[src/rtl/btn_conditioner.sv]
// Per-button conditioner: 2-flop sync, counter debounce, press/release/auto-repeat pulses.
// Latency: press/release pulses appear DEBOUNCE_CYCLES+3 edges after the input settles. There is no backpressure.
module btn_conditioner #(
  parameter int unsigned DEBOUNCE_CYCLES = 1000000,
  parameter int unsigned REPEAT_EN       = 1,
  parameter int unsigned REPEAT_DELAY    = 50000000,
  parameter int unsigned REPEAT_PERIOD   = 10000000
) (
  input  logic clk100_i,
  input  logic rstn_i,
  input  logic btn_i,
  output logic level_o,
  output logic press_o,
  output logic release_o,
  output logic repeat_o
);

  localparam int unsigned REP_MAX = (REPEAT_DELAY > REPEAT_PERIOD) ? REPEAT_DELAY : REPEAT_PERIOD;
  localparam int DEB_W = $clog2(DEBOUNCE_CYCLES) + 1;
  localparam int REP_W = $clog2(REP_MAX) + 1;
  localparam logic [DEB_W-1:0] DEB_LAST    = DEB_W'(DEBOUNCE_CYCLES - 1);
  localparam logic [REP_W-1:0] DELAY_LAST  = REP_W'(REPEAT_DELAY - 1);
  localparam logic [REP_W-1:0] PERIOD_LAST = REP_W'(REPEAT_PERIOD - 1);

  typedef enum logic [1:0] {IDLE, PRESS_CHK, HELD, RELEASE_CHK} state_t;
  typedef enum logic {PH_DELAY, PH_PERIOD} phase_t;

  logic             sync0;
  logic             sync1;
  logic             btn_s;
  state_t           state;
  state_t           state_n;
  logic [DEB_W-1:0] deb_cnt;
  logic [DEB_W-1:0] deb_cnt_n;
  logic [REP_W-1:0] rep_cnt;
  logic [REP_W-1:0] rep_cnt_n;
  phase_t           rep_phase;
  phase_t           rep_phase_n;
  logic [REP_W-1:0] rep_last;
  logic             press_n;
  logic             release_n;
  logic             repeat_n;
  logic             level_n;

  // Input is inverted on entry so the core works with 1 = pressed.
  assign btn_s    = sync1;
  assign rep_last = (rep_phase == PH_DELAY) ? DELAY_LAST : PERIOD_LAST;

  always_comb begin
    state_n     = state;
    deb_cnt_n   = deb_cnt;
    rep_cnt_n   = rep_cnt;
    rep_phase_n = rep_phase;
    press_n     = 1'b0;
    release_n   = 1'b0;
    repeat_n    = 1'b0;
    case (state)
      IDLE: begin
        if (btn_s) begin
          state_n   = PRESS_CHK;
          deb_cnt_n = '0;
        end
      end
      PRESS_CHK: begin
        if (!btn_s) begin
          state_n = IDLE;
        end else if (deb_cnt == DEB_LAST) begin
          state_n     = HELD;
          press_n     = 1'b1;
          rep_cnt_n   = '0;
          rep_phase_n = PH_DELAY;
        end else begin
          deb_cnt_n = deb_cnt + DEB_W'(1);
        end
      end
      HELD: begin
        if (!btn_s) begin
          state_n   = RELEASE_CHK;
          deb_cnt_n = '0;
        end else if (REPEAT_EN != 0) begin
          if (rep_cnt == rep_last) begin
            rep_cnt_n   = '0;
            rep_phase_n = PH_PERIOD;
            repeat_n    = 1'b1;
          end else begin
            rep_cnt_n = rep_cnt + REP_W'(1);
          end
        end
      end
      RELEASE_CHK: begin
        // A bounce back to pressed resumes the repeat schedule where it paused.
        if (btn_s) begin
          state_n   = HELD;
          deb_cnt_n = '0;
        end else if (deb_cnt == DEB_LAST) begin
          state_n   = IDLE;
          release_n = 1'b1;
        end else begin
          deb_cnt_n = deb_cnt + DEB_W'(1);
        end
      end
      default: begin
        state_n = IDLE;
      end
    endcase
    level_n = (state_n == HELD) || (state_n == RELEASE_CHK);
  end

  always_ff @(posedge clk100_i or negedge rstn_i) begin
    if (!rstn_i) begin
      sync0     <= 1'b0;
      sync1     <= 1'b0;
      state     <= IDLE;
      deb_cnt   <= '0;
      rep_cnt   <= '0;
      rep_phase <= PH_DELAY;
      level_o   <= 1'b0;
      press_o   <= 1'b0;
      release_o <= 1'b0;
      repeat_o  <= 1'b0;
    end else begin
      sync0     <= ~btn_i;
      sync1     <= sync0;
      state     <= state_n;
      deb_cnt   <= deb_cnt_n;
      rep_cnt   <= rep_cnt_n;
      rep_phase <= rep_phase_n;
      level_o   <= level_n;
      press_o   <= press_n;
      release_o <= release_n;
      repeat_o  <= repeat_n;
    end
  end

endmodule
[config.mk]
export PLATFORM = sky130hd
export DESIGN_NAME = btn_conditioner
export DESIGN_NICKNAME = d
export VERILOG_FILES = /design/src/rtl/btn_conditioner.sv
export SDC_FILE = /design/constraint.sdc
export NUM_CORES = 1
export LEC_CHECK = 0
export BUFFER_PORTS_ARGS = -buffer_cell sky130_fd_sc_hd__buf_4
export CAP_MARGIN = 20
export CORE_MARGIN = 3
export CORE_UTILIZATION = 60
export CTS_BUF_LIST = sky130_fd_sc_hd__clkbuf_16
export DETAILED_ROUTE_END_ITERATION = 10
export PLACE_DENSITY = 0.77
export SYNTH_ARGS = -nofsm -noshare
export SYNTH_HDL_FRONTEND = slang
export SYNTH_SLANG_ARGS = --single-unit
[constraint.sdc]
create_clock -name clk100_i -period 2.85 [get_ports clk100_i]
set_input_delay 0.57 -clock clk100_i [delete_from_list [all_inputs] [get_ports clk100_i]]
set_output_delay 0.57 -clock clk100_i [all_outputs]
set_load 0.01 [all_outputs]
==> summary.txt <==
================================================================================
Cell count after synthesis ........................................          355
Final critical-path share of the clock period .....................        92.5%
Worst slew margin relative to its limit ...........................        40.9%
Crit path max fanout ..............................................           14
Final-layout fill cell count ......................................          383
Arrival time worst endpoint .......................................      2.88 ns
Post-synthesis cell area .......................................... 0.00324 mm^2
Clock transition at the registers of the reported paths ...........      0.05 ns
Via count normalized by instance count ............................         6.76
Number of unique standard cell types used by synthesis ............           56
Antenna fix cells .................................................            0
Part of the total power dissipated in combinational logic .........         3.5%
Syn Nets ..........................................................          360
Routed WL per cell ................................................      17.5 um
Pre-CTS WS ........................................................     0.259 ns
Maximum number of pins on one net before global-route repair ......           58
Worst-Margin Slew .................................................     0.862 ns
Cell area after layout ............................................ 0.00369 mm^2
Max Clk Rate ......................................................    0.379 GHz
Mean cell area of the mapped netlist ..............................    9.11 um^2
Aggregate negative setup slack ....................................         0 ns
Leading cell type in the layout, fill and taps excluded ........... sky130_fd_sc_hd__dfrtp_1
Maximum clock path buffer count ...................................            2
Global route total overflow .......................................            0
Fraction of registers with async set or reset after synthesis .....         100%
Number of flops mapped to enable cells by yosys ...................            0
Kind of critical path ............................................. flip-flop to flip-flop
RePlAce Congestion ................................................        0.870
Sequential cell area fraction in the yosys report .................        44.1%
Clock sink total ..................................................           57
Final nets ........................................................          370
Max-slew violation count ..........................................            0
Vias post-DR ......................................................         2967
Via count of the first global-routing pass ........................         2726
Count of input and output buffers .................................            6
Floorplan die height ..............................................      79.4 um
Clk pwr share .....................................................        54.2%
Final worst-path setup slack ......................................     0.214 ns
Worst Reg-to-Reg Cells ............................................            6
Most used cells in the layout excluding fill and tap cells ........ sky130_fd_sc_hd__dfrtp_1 (57), sky130_fd_sc_hd__nand2_1 (34), sky130_fd_sc_hd__a21oi_1 (33), sky130_fd_sc_hd__nor2_1 (18), sky130_fd_sc_hd__o31ai_1 (18)
Total global-route track usage ....................................        27.1%
Number of gates given a new drive strength after cts ..............            0
Share of cells above drive strength 1 .............................        9.49%
Num ports .........................................................            7
Number of cells in the design after placement .....................          424
Initial antenna violation count ...................................            0
Fraction of power spent switching nets ............................        20.1%
Post-CTS setup buffers ............................................            0
Setup repair after global routing missed its margin ...............         true
Hold Path Class ................................................... input port to asynchronous set/reset pin
Max VDD drop ......................................................     0.330 mV
Global-route wire length before repair ............................     13200 um
Setup Viol. Count Final ...........................................            0
Max cap viols .....................................................            0
Post-DRT Antenna Nets .............................................            0
Final standard cell count with taps included and fillers excluded .          439
Buffer type at the clock tree root ................................ sky130_fd_sc_hd__clkbuf_16
DRC Markers .......................................................            0
Die area .......................................................... 0.00631 mm^2
DRC violation total after the first TritonRoute iteration .........          299
Critical path capture point type ..................................    flip-flop
Placement-stage cell area ......................................... 0.00337 mm^2
CP required .......................................................      3.09 ns
Post-detailed-routing wire length .................................      7690 um
Post-route total power ............................................      2.00 mW
Area added between synthesis and finish ...........................        14.1%
H-tree depth ......................................................            3
Run status ........................................................ finished, final reports clean
Placement Rows ....................................................           26
Tmin final ........................................................      2.64 ns
Element type at the critical path start ...........................    flip-flop
Portion of total power attributed to sequential cells .............        42.3%
Cell-internal power ...............................................      1.60 mW
TritonCTS clock tree ..............................................        built
Switching component of the power ..................................       403 uW
Yosys warns .......................................................            0
Initial standard-cell utilization of the core .....................        62.6%
CTS buffer count ..................................................            9
Core box area ..................................................... 0.00517 mm^2
Clock skew ........................................................   0.00690 ns
First-pass detailed-route iteration total .........................            4
Die outline width .................................................      79.4 um
Power Dens Cells ..................................................  541 mW/mm^2
Static Leak .......................................................      1.43 nW
Most common flop cell mapped by yosys ............................. sky130_fd_sc_hd__dfrtp_1
Post-detail-place hpwl ............................................      5080 um
Final hold vios ...................................................            0
CTS Hold Buffers Added ............................................            0
Clock latency on the worst-skew pair ..............................      0.32 ns
Number of synthesized register bits ...............................           57
================================================================================
## critical path, cell delays in order (launching register included)
cell,delay (ns)
sky130_fd_sc_hd__dfrtp_1,0.44
sky130_fd_sc_hd__or4_4,0.55
sky130_fd_sc_hd__nor4_4,0.30
sky130_fd_sc_hd__buf_4,0.27
sky130_fd_sc_hd__a31oi_2,0.24
sky130_fd_sc_hd__or4_1,0.60
sky130_fd_sc_hd__a21oi_1,0.17
## final timing paths
path	slack [ns]	from	end
setup / recovery	0.21	deb_cnt[7]	rep_cnt[26]
hold / removal	0.31	rstn_i	deb_cnt[14]
min in group clk100_i	0.35	sync0	btn_s
hold reg to reg	0.35	sync0	btn_s
setup reg to reg	0.21	deb_cnt[7]	rep_cnt[26]
max in group asynchronous	2.08	rstn_i	deb_cnt[6]
## flip-flops by register name, indices dropped and copies added (netlist names)
register   flops
btn_s          1
deb_cnt       21
level_o        1
press_o        1
release_o      1
rep_cnt       27
rep_phase      1
repeat_o       1
state          2
sync0          1
## power by group through the flow
| stage | Combinational, mW | Sequential, mW | Clock, mW |
|---|---|---|---|
| floorplan | 0.0416 | 0.852 | 0 |
| finish | 0.0690 | 0.846 | 1.08 |
| CTS | 0.0694 | 0.845 | 1.10 |
| detailed placement | 0.0691 | 0.858 | 0 |
| global route | 0.0794 | 0.848 | 1.14 |
| global placement | 0.0677 | 0.857 | 0 |
## synth_stat cells, types with 3 or more instances
| cell type | instances | area, um^2 |
|---|---|---|
| sky130_fd_sc_hd__a211oi_1 | 6 | 45.0 |
| sky130_fd_sc_hd__a21oi_1 | 33 | 165 |
| sky130_fd_sc_hd__a22o_1 | 3 | 26.3 |
| sky130_fd_sc_hd__a31oi_1 | 3 | 18.8 |
| sky130_fd_sc_hd__and2_1 | 4 | 25.0 |
| sky130_fd_sc_hd__and3_1 | 9 | 56.3 |
| sky130_fd_sc_hd__clkbuf_1 | 14 | 52.6 |
| sky130_fd_sc_hd__dfrtp_1 | 57 | 1430 |
| sky130_fd_sc_hd__inv_1 | 9 | 33.8 |
| sky130_fd_sc_hd__nand2_1 | 34 | 128 |
| sky130_fd_sc_hd__nand2b_1 | 3 | 18.8 |
| sky130_fd_sc_hd__nand3_1 | 15 | 75.1 |
| sky130_fd_sc_hd__nand4_1 | 16 | 100 |
| sky130_fd_sc_hd__nor2_1 | 18 | 67.6 |
| sky130_fd_sc_hd__nor3_1 | 9 | 45.0 |
| sky130_fd_sc_hd__nor4_1 | 7 | 43.8 |
| sky130_fd_sc_hd__o21ai_0 | 13 | 65.1 |
| sky130_fd_sc_hd__o31ai_1 | 18 | 135 |
| sky130_fd_sc_hd__or2_2 | 3 | 18.8 |
| sky130_fd_sc_hd__or3_1 | 11 | 68.8 |
| sky130_fd_sc_hd__or4_1 | 16 | 120 |
| sky130_fd_sc_hd__xnor2_1 | 9 | 78.8 |
## metal layers
metal	share of wire (%)	track usage, %	up-vias
met5	0	0	-
met4	1.7	11.0	0
met1	47	40.0	1437
li1	-	-	1402
met3	5.7	5.42	16
met2	46	38.6	112
## per-stage QoR
stage	hold WS (ns)	util, %
6_report	0.306	71.4
5_1_grt	0.351	71.4
4_1_cts	0.330	71.0
3_5_place_dp	0.340	65.2
3_3_place_gp	0.334	65.2
2_1_floorplan	0.274	-
## cell type report
cell class,count,area [um^2],area share (%)
clock inverters,6,75.1,2.03
flip-flops and latches,57,1430,38.6
clock buffers,9,225,6.10
well taps,70,87.6,2.37
multi-input cells,273,1730,46.9
repair buffers,15,113,3.05
inverters,9,33.8,0.915
## cell families after synthesis
group	Yosys count	share of synthesized area, %
XOR/XNOR	10	2.71
multiplexers	2	0.619
buffers and inverters	25	2.98
flip-flops	57	44.1
AO/OA/AOI/OAI	96	19.7
AND/OR/NAND/NOR	163	29.1
adder cells (fa/ha/maj)	2	0.773
No activity file was read; power rests on OpenSTA's default activity.
